`src/rtl/uart_rx_sync_if.sv`:
```
// Byte-side and line-side signals of the 8N1 receiver, bundled for port connection.
// The master side drives the serial line and the acknowledge; the slave is the receiver.
interface uart_rx_sync_if;
  logic       RX;
  logic       clr_rdy;
  logic [7:0] rx_data;
  logic       rdy;
  logic       frame_err;
  logic       overrun;

  modport master (
    output RX, clr_rdy,
    input  rx_data, rdy, frame_err, overrun
  );

  modport slave (
    input  RX, clr_rdy,
    output rx_data, rdy, frame_err, overrun
  );
endinterface

```
`src/rtl/uart_rx_sync.sv`:
```
// 8N1 UART receiver: 2-flop synchronizer, falling-edge start detect, mid-bit sampling,
// held byte with rdy/clr_rdy handshake, single-cycle frame_err and overrun pulses.
module uart_rx_sync #(
  parameter int unsigned BAUD_DIV = 2604,
  parameter int unsigned HALF_DIV = BAUD_DIV / 2
) (
  input logic          clk,
  input logic          rst_n,
  uart_rx_sync_if.slave bus
);
  localparam int unsigned CW = $clog2(BAUD_DIV + 1);
  localparam logic [CW-1:0] BAUD_LD = CW'(BAUD_DIV);
  localparam logic [CW-1:0] HALF_LD = CW'(HALF_DIV);

  typedef enum logic [1:0] {IDLE, START, DATA, STOP} state_t;

  state_t        state_q, state_d;
  logic          sync1_q, sync2_q, prev_q;
  logic [CW-1:0] cnt_q, cnt_d;
  logic [2:0]    bit_q, bit_d;
  logic [7:0]    shift_q, shift_d;
  logic [7:0]    data_q, data_d;
  logic          rdy_q, rdy_d;
  logic          fe_q, fe_d;
  logic          ov_q, ov_d;
  logic          fall;
  logic          tick;

  // prev_q holds the synced value from the cycle before, so a steady low never retriggers
  assign fall = prev_q & ~sync2_q;
  assign tick = (cnt_q == CW'(1));

  always_ff @(posedge clk) begin
    if (!rst_n) begin
      sync1_q <= 1'b1;
      sync2_q <= 1'b1;
      prev_q  <= 1'b1;
      state_q <= IDLE;
      cnt_q   <= '0;
      bit_q   <= '0;
      shift_q <= '0;
      data_q  <= '0;
      rdy_q   <= 1'b0;
      fe_q    <= 1'b0;
      ov_q    <= 1'b0;
    end else begin
      sync1_q <= bus.RX;
      sync2_q <= sync1_q;
      prev_q  <= sync2_q;
      state_q <= state_d;
      cnt_q   <= cnt_d;
      bit_q   <= bit_d;
      shift_q <= shift_d;
      data_q  <= data_d;
      rdy_q   <= rdy_d;
      fe_q    <= fe_d;
      ov_q    <= ov_d;
    end
  end

  always_comb begin
    state_d = state_q;
    cnt_d   = cnt_q;
    bit_d   = bit_q;
    shift_d = shift_q;
    data_d  = data_q;
    rdy_d   = rdy_q & ~bus.clr_rdy;
    fe_d    = 1'b0;
    ov_d    = 1'b0;
    unique case (state_q)
      IDLE: begin
        if (fall) begin
          cnt_d   = HALF_LD;
          state_d = START;
        end
      end
      START: begin
        if (!tick) begin
          cnt_d = cnt_q - CW'(1);
        end else if (sync2_q) begin
          state_d = IDLE;
        end else begin
          cnt_d   = BAUD_LD;
          bit_d   = '0;
          state_d = DATA;
        end
      end
      DATA: begin
        if (!tick) begin
          cnt_d = cnt_q - CW'(1);
        end else begin
          shift_d = {sync2_q, shift_q[7:1]};
          cnt_d   = BAUD_LD;
          if (bit_q == 3'd7) state_d = STOP;
          else               bit_d   = bit_q + 3'd1;
        end
      end
      STOP: begin
        if (!tick) begin
          cnt_d = cnt_q - CW'(1);
        end else begin
          state_d = IDLE;
          if (sync2_q) begin
            // a set coinciding with clr_rdy wins and is not an overrun
            data_d = shift_q;
            rdy_d  = 1'b1;
            ov_d   = rdy_q & ~bus.clr_rdy;
          end else begin
            fe_d = 1'b1;
          end
        end
      end
      default: state_d = IDLE;
    endcase
  end

  assign bus.rx_data   = data_q;
  assign bus.rdy       = rdy_q;
  assign bus.frame_err = fe_q;
  assign bus.overrun   = ov_q;
endmodule
```
`src/flat_wrapper.sv`:
```
// flat-port wrapper written by rule: the top's interface ports become plain ports
module uart_rx_sync_flat 
#(
  parameter int unsigned BAUD_DIV = 2604,
  parameter int unsigned HALF_DIV = BAUD_DIV / 2
)
  (clk, rst_n, bus_RX, bus_clr_rdy, bus_rx_data, bus_rdy, bus_frame_err, bus_overrun);
  uart_rx_sync_if bus_i ();
  input logic clk;
  input logic rst_n;
  input wire logic [$bits(bus_i.RX)-1:0] bus_RX;
  input wire logic [$bits(bus_i.clr_rdy)-1:0] bus_clr_rdy;
  output wire logic [$bits(bus_i.rx_data)-1:0] bus_rx_data;
  output wire logic [$bits(bus_i.rdy)-1:0] bus_rdy;
  output wire logic [$bits(bus_i.frame_err)-1:0] bus_frame_err;
  output wire logic [$bits(bus_i.overrun)-1:0] bus_overrun;
  assign bus_i.RX = bus_RX;
  assign bus_i.clr_rdy = bus_clr_rdy;
  assign bus_rx_data = bus_i.rx_data;
  assign bus_rdy = bus_i.rdy;
  assign bus_frame_err = bus_i.frame_err;
  assign bus_overrun = bus_i.overrun;
  uart_rx_sync #(.BAUD_DIV(BAUD_DIV), .HALF_DIV(HALF_DIV)) u_core (.clk(clk), .rst_n(rst_n), .bus(bus_i));
endmodule
```
`config.mk`:
```
export PLATFORM = sky130hd
export DESIGN_NAME = uart_rx_sync_flat
export DESIGN_NICKNAME = d
export VERILOG_FILES = /design/src/rtl/uart_rx_sync_if.sv /design/src/rtl/uart_rx_sync.sv /design/src/flat_wrapper.sv
export SDC_FILE = /design/constraint.sdc
export NUM_CORES = 1
export LEC_CHECK = 0
export CAP_MARGIN = 20
export CORE_MARGIN = 2
export CORE_UTILIZATION = 55
export DETAILED_ROUTE_END_ITERATION = 8
export GPL_TIMING_DRIVEN = 0
export PLACE_DENSITY_LB_ADDON = 0.3
export SYNTH_ARGS = -nofsm -noshare
export SYNTH_HDL_FRONTEND = slang
export SYNTH_SLANG_ARGS = --single-unit
```
`constraint.sdc`:
```
create_clock -name clk -period 2.3 [get_ports clk]
set_clock_uncertainty 0.2 [all_clocks]
set_input_delay 0.23 -clock clk [delete_from_list [all_inputs] [get_ports clk]]
set_output_delay 0.23 -clock clk [all_outputs]
set_load 0.01 [all_outputs]
```
==> results.cfg <==
[logic_synthesis]
synthArstFlopShare = 0
synth_fp_nets = 239
syn_inst = 227
netlist_area_mm2 = 0.00184
syn_area_per_cell_um2 = 8.10
yosysUniqueCellTypes = 41
yosys_warnings = 0
ys_ff_latch = 39
yosys_most_used_dff = dfxtp_1
yosysSeqAreaShare = 0.425
synth_edf_count = 0

[final_layout]
fin_nets = 262
diodes = 0
instances_no_fill = 295
drive_above_1_share = 0.104
n_fill_cell = 264
area_growth_pct = 15.5

[clocking]
clock_path_buffers = 2
cts-root-buf = clkbuf_4
cts_buffers = 5
numClockSinks = 39
htree_levels = 2
clk_pin_slew_ns = 0.11
clk_latency_ns = 0.36
cts_tree = yes

[sta]
setup_viol = 0
final_hold_viol_count = 0
fmax_ghz = 0.458
fin_crit_ns = 2.18
rsz0062_at_grt = no
worst_pin_slew_ns = 0.503
drv_slew = 0
relSlewSlack = 0.665
fin_crit_sh = 0.950
finalSetupTns_ns = 0

[setup_path]
required_ns = 2.40
path_cells = inv_2, ha_2, nor3b_2, and4_1, buf_6, a2111o_1, buf_4, a21oi_1, a31o_2
cp-end-kind = flop
path_max_fanout = 9
startpoint_type = flop
max_stage_delay_ns = 0.48
slowest_stage = a2111o_1
path_class = reg -> reg
critPathArrivalTime_ns = 2.29

[power]
p_per_area_mw_per_mm2 = 696
worst_ir_drop_vdd_mv = 0.428
p_leak_nw = 0.786

[grt]
grt_antenna_before_repair = 0
grt-ovfl-total = 0
grt_start_max_net_pins = 13
grt_pass1_vias = 1439
grt_pass1_wl_um = 6560
grtUsageTotal = 0.238

[routing]
antenna_left = 0
num_vias = 1691
drt_pass1_iterations = 4
routedWlPerCell_um = 13.7
drt_iter0_markers = 78
drc = 0
routed_wl_um = 4030
viasPerCell = 5.73

[place]
gp_congestion = 0.923
hpwlAfterDp_um = 2890
placedCellCount = 284
portBuffers = 13

[floorplanning]
core_mm2 = 0.00313
rows = 20
ios = 15
dieArea_mm2 = 0.00382
start_util = 0.588
die_x_um = 61.8
die_h_um = 61.8

[status]
status = completed

[worst_hold_path]
hold_path_class = reg -> reg

[job]
maxCapViolations = 0
==> stage by stage <==
stage / instance area (µm²) / utilization / hold WS (ns) / worst slack (ns) / power (mW)
6_report: 2120 / 0.678 / 0.229 / 0.116 / 1.48
5_1_grt: 2120 / 0.678 / 0.208 / 0.000370 / 1.56
3_5_place_dp: 2020 / 0.647 / 0.209 / 0.101 / 1.11
2_1_floorplan: 1840 / - / 0.131 / 0.290 / 1.03
4_1_cts: 2090 / 0.667 / 0.221 / 0.0820 / 1.46
3_3_place_gp: 2020 / 0.647 / 0.192 / 0.106 / 1.10
==> registers in the layout (all words and copies together), names as in the netlist, 3 cells and up, named ones only <==
signal              cells
u_core.shift_q          8
u_core.bus.rx_data      8
u_core.bit_q            3
u_core.cnt_q           12
==> cell type report <==
type	count	area [µm²]	area share
sequential	39	782	0.369
multi-input combinational	171	995	0.469
inverter	7	30.0	0.0142
clock buffer	6	41.3	0.0195
buffer	9	43.8	0.0206
clock inverter	2	12.5	0.00590
tap	44	55.1	0.0259
timing repair buffer	17	163	0.0767
==> cell usage after synthesis (all sizes together), types with 4 or more instances <==
library cell  count  area share
nand2            40       0.083
dfxtp            39        0.42
a21oi            29       0.079
nand3            14       0.038
nor2             13       0.027
ha                8       0.054
nor3              8       0.028
o21ai             8       0.022
clkbuf            7       0.014
inv               6       0.012
nand2b            5       0.017
nor4              5       0.017
o31ai             4       0.016
==> power by group <==
group          internal (mW)  leakage [nW]  switching (mW)
sequential             0.709         0.316          0.0389
combinational          0.137         0.441           0.240
clock                  0.118        0.0282           0.233
==> metal layers <==
layer / vias up / share of wire / GRT usage
met2: 67 / 0.43 / 0.341
met4: 0 / 0.020 / 0.0973
met5: - / 0 / 0
li1: 858 / - / -
met3: 10 / 0.072 / 0.0704
met1: 756 / 0.48 / 0.335
==> cells in the final DEF (no fill, tap or decap), drive strengths merged, types with 2 or more instances in the layout <==
| master | n |
|---|---|
| a211o | 3 |
| a211oi | 3 |
| a21oi | 29 |
| a31o | 2 |
| a31oi | 2 |
| and3 | 2 |
| buf | 6 |
| clkbuf | 12 |
| clkdlybuf4s50 | 13 |
| clkinvlp | 2 |
| dfxtp | 39 |
| ha | 8 |
| inv | 6 |
| nand2 | 40 |
| nand2b | 5 |
| nand3 | 14 |
| nand4 | 3 |
| nor2 | 13 |
| nor3 | 8 |
| nor3b | 2 |
| nor4 | 5 |
| o211ai | 2 |
| o21ai | 8 |
| o22ai | 2 |
| o31ai | 4 |
| or2 | 2 |
| or3 | 3 |
==> cell families after synthesis <==
group                    after synthesis  synth area share
flip-flops                            39             0.425
adder cells (fa/ha/maj)                8            0.0545
XOR/XNOR                               1           0.00477
buffers and inverters                 17            0.0402
AND/OR/NAND/NOR                      101             0.271
AO/OA/AOI/OAI                         61             0.205
==> worst max-delay path: cells and delay by family, from the launching register on <==
family          cells  cell delay, ns
compound gates      3            0.72
buf+inv             3            0.36
simple gates        2            0.36
flops               1            0.35
fa+ha+maj           1            0.15
==> path summary, 6_finish.rpt <==
| check | from | end | cells past startpoint | slack, ns |
|---|---|---|---|---|
| hold / removal | u_core.sync1_q | u_core.sync2_q | 1 | 0.23 |
| hold reg to reg | u_core.sync1_q | u_core.sync2_q | 1 | 0.23 |
| setup reg to reg | u_core.cnt_q[1] | u_core.cnt_q[5] | 9 | 0.12 |
| setup / recovery | u_core.cnt_q[1] | u_core.cnt_q[5] | 9 | 0.12 |
==> repair_timing <==
action                                  CTS  global route
endpoints found under the setup margin    0             7
hold buffers                              1             0
gates resized for setup                   0             7
buffers inserted                          0             3
hold endpoints to repair                  2             0
Note: power is estimated with default switching activity, not from simulation.
